$ cat src/rtl/fpna_cfg_loader.sv
// Serial configuration loader: shifts a bitstream in, validates length (and CRC-8 when
// CFG_CRC_EN is defined), then atomically commits the payload to the fabric shadow register.
module fpna_cfg_loader #(
  parameter int CFG_BITS = 64,
  parameter int CNT_W    = 8
) (
  input  logic                clk,
  input  logic                rst_n,
  input  logic                config_en,
  input  logic                bs_in,
  output logic                bs_out,
  output logic [CFG_BITS-1:0] cfg_out,
  output logic                cfg_valid,
  output logic                cfg_error,
  output logic                busy
);

`ifdef CFG_CRC_EN
  localparam int SR_W = CFG_BITS + 8;
`else
  localparam int SR_W = CFG_BITS;
`endif

  localparam logic [CNT_W-1:0] CNT_MAX  = '1;
  localparam logic [CNT_W-1:0] CNT_FULL = CNT_W'(SR_W);

  typedef enum logic [1:0] {IDLE, SHIFT, CHECK, COMMIT} state_t;

  state_t              state_q, state_d;
  logic [SR_W-1:0]     sr_q, sr_d;
  logic [CNT_W-1:0]    cnt_q, cnt_d;
  logic [CFG_BITS-1:0] cfg_out_q, cfg_out_d;
  logic                cfg_valid_q, cfg_valid_d;
  logic                cfg_error_q, cfg_error_d;
  logic                shift_en;
  logic                crc_ok;

`ifdef CFG_CRC_EN
  logic [7:0] crc_q, crc_d;

  // Serial CRC-8, polynomial x^8+x^2+x+1, MSB first.
  function automatic logic [7:0] crc_step(input logic [7:0] c, input logic b);
    crc_step = {c[6:0], 1'b0} ^ ((c[7] ^ b) ? 8'h07 : 8'h00);
  endfunction

  always_comb begin
    crc_d = crc_q;
    if (config_en && state_q == IDLE)
      crc_d = crc_step(8'h00, bs_in);
    else if (config_en && state_q == SHIFT)
      crc_d = crc_step(crc_q, bs_in);
  end

  always_ff @(posedge clk or negedge rst_n) begin
    if (!rst_n) crc_q <= 8'h00;
    else        crc_q <= crc_d;
  end

  assign crc_ok = (crc_q == 8'h00);
`else
  assign crc_ok = 1'b1;
`endif

  always_comb begin
    state_d     = state_q;
    sr_d        = sr_q;
    cnt_d       = cnt_q;
    cfg_out_d   = cfg_out_q;
    cfg_valid_d = cfg_valid_q;
    cfg_error_d = cfg_error_q;
    shift_en    = 1'b0;
    case (state_q)
      IDLE: begin
        if (config_en) begin
          state_d     = SHIFT;
          shift_en    = 1'b1;
          cnt_d       = CNT_W'(1);
          cfg_error_d = 1'b0;
        end
      end
      SHIFT: begin
        if (config_en) begin
          shift_en = 1'b1;
          if (cnt_q != CNT_MAX) cnt_d = cnt_q + CNT_W'(1);
        end else begin
          state_d = CHECK;
        end
      end
      CHECK: begin
        // Outputs are written on the CHECK->COMMIT edge so the fabric sees them one cycle
        // after config_en falls; COMMIT only holds busy for the remaining cycle.
        if (cnt_q == CNT_FULL && crc_ok) begin
          state_d     = COMMIT;
          cfg_out_d   = sr_q[SR_W-1 -: CFG_BITS];
          cfg_valid_d = 1'b1;
        end else begin
          state_d     = IDLE;
          cfg_error_d = 1'b1;
        end
      end
      COMMIT:  state_d = IDLE;
      default: state_d = IDLE;
    endcase
    if (shift_en) sr_d = {sr_q[SR_W-2:0], bs_in};
  end

  always_ff @(posedge clk or negedge rst_n) begin
    if (!rst_n) begin
      state_q     <= IDLE;
      sr_q        <= '0;
      cnt_q       <= '0;
      cfg_out_q   <= '0;
      cfg_valid_q <= 1'b0;
      cfg_error_q <= 1'b0;
    end else begin
      state_q     <= state_d;
      sr_q        <= sr_d;
      cnt_q       <= cnt_d;
      cfg_out_q   <= cfg_out_d;
      cfg_valid_q <= cfg_valid_d;
      cfg_error_q <= cfg_error_d;
    end
  end

  assign bs_out    = sr_q[SR_W-1];
  assign cfg_out   = cfg_out_q;
  assign cfg_valid = cfg_valid_q;
  assign cfg_error = cfg_error_q;
  assign busy      = (state_q != IDLE);

endmodule

$ cat config.mk
export PLATFORM = sky130hd
export DESIGN_NAME = fpna_cfg_loader
export DESIGN_NICKNAME = d
export VERILOG_FILES = /design/src/rtl/fpna_cfg_loader.sv
export SDC_FILE = /design/constraint.sdc
export NUM_CORES = 1
export LEC_CHECK = 0
export CAP_MARGIN = 20
export CORE_MARGIN = 1.5
export CORE_UTILIZATION = 40
export CTS_BUF_LIST = sky130_fd_sc_hd__clkbuf_2
export CTS_CLUSTER_SIZE = 28
export DETAILED_ROUTE_END_ITERATION = 10
export DONT_BUFFER_PORTS = 1
export PLACE_DENSITY = 0.5
export SKIP_LAST_GASP = 1
export SLEW_MARGIN = 20
export SYNTH_ARGS = -nofsm -noshare
export SYNTH_HDL_FRONTEND = slang
export SYNTH_SLANG_ARGS = --single-unit
$ cat constraint.sdc
create_clock -name clk -period 2.1 [get_ports clk]
set_input_delay 0.42 -clock clk [delete_from_list [all_inputs] [get_ports clk]]
set_output_delay 0.42 -clock clk [all_outputs]
set_load 0.05 [all_outputs]
==> results by group <==
Routing
  – DRC violations left: 0
  – Wire per inst: 15.2 µm
  – DRT antenna net count: 0
  – DR pass1 iterations: 4
  – Vias per std cell: 4.79
  – Overall via count from detail_route: 3,225
  – DRT iter0 DRCs: 266
  – WL final: 10.2 mm

Finish
  – FF+latch area: 3500 µm²
  – Nets: 490
  – Multi-input logic area: 1870 µm²
  – Filler cells: 1,261
  – Share of cells above drive strength 1: 21.9%
  – Ant. Diodes: 0
  – Area Overhead vs Synth: 8.18%

CTS
  – CTS tree: yes
  – Clock Path Buffers: 2
  – CTS buffer count: 17
  – Hold buffers post-CTS: 2
  – CTS sink count: 140
  – Worst-path clk slew: ~0.20 ns
  – Root Driver: clkbuf_2
  – Clk_lat worst skew: between 0.6 and 0.7 ns
  – H-tree Lvls: 4

Die
  – # rows: 42
  – # IOs: 72
  – Initial core utilization: between 40% and 50%
  – Die H: between 100 and 150 µm
  – Core Box Area: around 13,000 µm²
  – Die footprint: 14,500 µm²
  – Die extent in x: roughly 120 µm

Min path
  – Hold crit path type: in2async

Global route
  – GRT Residual Overflow: 0
  – Tot GR Track Use: 15.5%
  – Vias in the first global route: 3,414
  – First-pass GRT wire length: 17.5 mm
  – Pin count of the biggest net entering global routing: 141
  – Initial antenna violation count: 0

Place
  – # port buffers: 0
  – Placer congestion estimate: 0.749
  – HPWL after DPL: 6.16 mm
  – Pre-CTS setup slack: 0.123 ns

Worst setup path
  – Largest fanout on the critical path: 23
  – Crit path launch type: flip-flop
  – Worst Path Required: 2.66 ns
  – CP endpoint kind: flip-flop
  – CP arrival: 2.56 ns
  – Crit Path Class: reg2reg

STA
  – Fin. Hold Viols: between 100 and 150
  – Setup violations, final: 0
  – Final min period: 1.99 ns
  – RSZ-0062 raised after global routing: no
  – TNS Setup: 0 ns
  – Hold slack: -0.586 ns
  – Fmax achieved: about 500 MHz
  – Final Slew Violations: 0
  – Slew at the pin with the worst max-slew slack: 0.538 ns
  – Ratio of final minimum period to clock period: a little over nine tenths
  – Setup Skew: ~0.021 ns
  – Setup ws final: 0.106 ns
  – Relative slew slack: 64.1%

Status
  – Status: complete, but fails checks
  – Violated checks: negative hold slack

Yosys
  – Seq/Total Area, Yosys: between 60 and 70%
  – Mapped Avg Cell Area: 11.5 µm²
  – Synthesis Warnings: 0
  – Post-synth net total: 484
  – Distinct cells, synth: 29
  – Synthesized flop and latch total: 140
  – Mapped Area: 5510 µm²
  – Post-Syn Instances: ~480

Power and ir drop
  – Switch share: between 20% and 30%
  – Leak: 0.00328 µW
  – Switching power: ~1200 µW
  – Clock network power share: about a third
  – Pwr Density: 786 nW/µm²
  – Logic pwr share: 5.8%
  – Power Internal: between 3000 and 4000 µW
  – Sequential power share: between 60% and 70%
  – Max VDD drop: 0.000509 V

Run
  – Max-Cap Viols: 0
## power groups by stage
stage               clock [µW]  combinational (µW)  sequential, µW
finish                    1480                 274            2930
floorplan                    0                 212            2950
global placement             0                 260            2980
global route              1680                 318            2960
CTS                       1570                 275            2940
detailed placement           0                 270            2980
## cell families (layout without fill, tap and decap cells)
group / after synthesis / in the layout / synth area share [%]
adders and majority gates: 2 / 2 / 0.454
and+or+nand+nor: 225 / 225 / 16.2
AOI/OAI and AO/OA: 19 / 19 / 2.13
buffers and inverters: 28 / 47 / 2.70
DFF: 140 / 140 / 63.6
muxes: 64 / 64 / 14.9
## path summary, 6_finish.rpt
kind	depth (start not counted)	end	startpoint	slack (ns)
min in group clk	2	state_q[0]	config_en	0.16
min	0	sr_q[45]	rst_n	-0.59
min reg2reg	2	sr_q[7]	sr_q[6]	0.50
max reg2reg	6	cfg_out[39]	cnt_q[0]	0.11
max	6	cfg_out[39]	cnt_q[0]	0.11
max in group asynchronous	0	cfg_out[5]	rst_n	2.50
## stage by stage
step,area (µm²),hold WS (ns),utilization [%],power (µW),cells
floorplan,5510,0.124,-,3160,478
global placement,5720,0.130,42.8,3240,639
detailed placement,5720,0.130,42.8,3250,639
CTS,5960,-0.715,44.6,4780,673
global route,5960,-0.742,44.6,4950,673
finish,5960,-0.586,44.6,4680,673
## registers in the layout (all words and copies together) (netlist names)
signal,cells
cfg_error,1
cfg_out,64
cfg_valid,1
cnt_q,8
sr_q,64
state_q,2
## layout make-up
| cell class | count | area share, % |
|---|---|---|
| well taps | 176 | 3.70 |
| inverters | 3 | 0.189 |
| clock inverters | 14 | 2.16 |
| multi-input cells | 310 | 31.4 |
| clock buffers | 18 | 1.51 |
| flip-flops and latches | 140 | 58.8 |
| repair buffers | 12 | 2.23 |
## worst max-delay path, cell delays in order (launching register included)
cell and delay (ns):
dfrtp_1 0.45, inv_1 0.11, ha_1 0.16, nand4_1 0.11, or3b_4 0.53, buf_12 0.22, mux2_4 0.30
## timing repair
| item | in CTS | in global routing |
|---|---|---|
| endpoints found under the hold margin | 143 | 140 |
| resized for setup | 1 | 1 |
| buffers inserted | 0 | 0 |
| setup endpoints to repair | 1 | 1 |
## cell usage after synthesis
cell	instances	area share, %
buf_6	5	1.0
a31oi_1	2	0.23
o31ai_1	2	0.27
nand4_1	3	0.34
ha_1	2	0.45
nor2b_1	2	0.23
nand3_1	4	0.36
buf_2	5	0.45
dfrtp_1	140	64
or3_1	1	0.11
o21ai_1	1	0.091
and3_1	2	0.23
mux2_4	27	7.4
nor2_1	6	0.41
o211ai_1	1	0.14
or2_2	2	0.23
buf_1	2	0.14
or3b_1	1	0.16
mux2_2	37	7.6
nand2b_1	4	0.45
a41o_1	1	0.18
a21oi_1	4	0.36
a41oi_1	1	0.16
nor3_1	2	0.18
clkbuf_1	13	0.89
o22a_1	1	0.16
o21ai_0	6	0.55
inv_1	3	0.20
nand2_1	198	13
## placed cells by master, fill, tap and decap left out, types with 2 or more instances in the layout
cell,n
a31oi_1,2
nand3_1,4
clkbuf_2,18
ha_1,2
a21oi_1,4
bufinv_16,2
nor3_1,2
dlygate4sd3_1,2
nand2b_1,3
mux2_4,27
o31ai_1,2
clkinvlp_4,2
buf_4,7
mux2_2,37
clkinv_4,2
dfrtp_1,139
buf_12,3
clkinv_2,5
nand2_1,198
nor2_1,6
nand4_1,3
inv_1,3
clkinv_1,3
o21ai_0,6
and3_1,2
## metal layers
layer	wire (µm)	GRT usage (%)	part of all wire (%)	up-vias
met2	4660	23.1	46	76
li1	-	-	-	1564
met3	695	6.79	6.8	8
met5	0	0	0	-
met4	100	5.29	0.98	0
met1	4750	20.3	47	1577
Power figures use the tool's default switching activity.
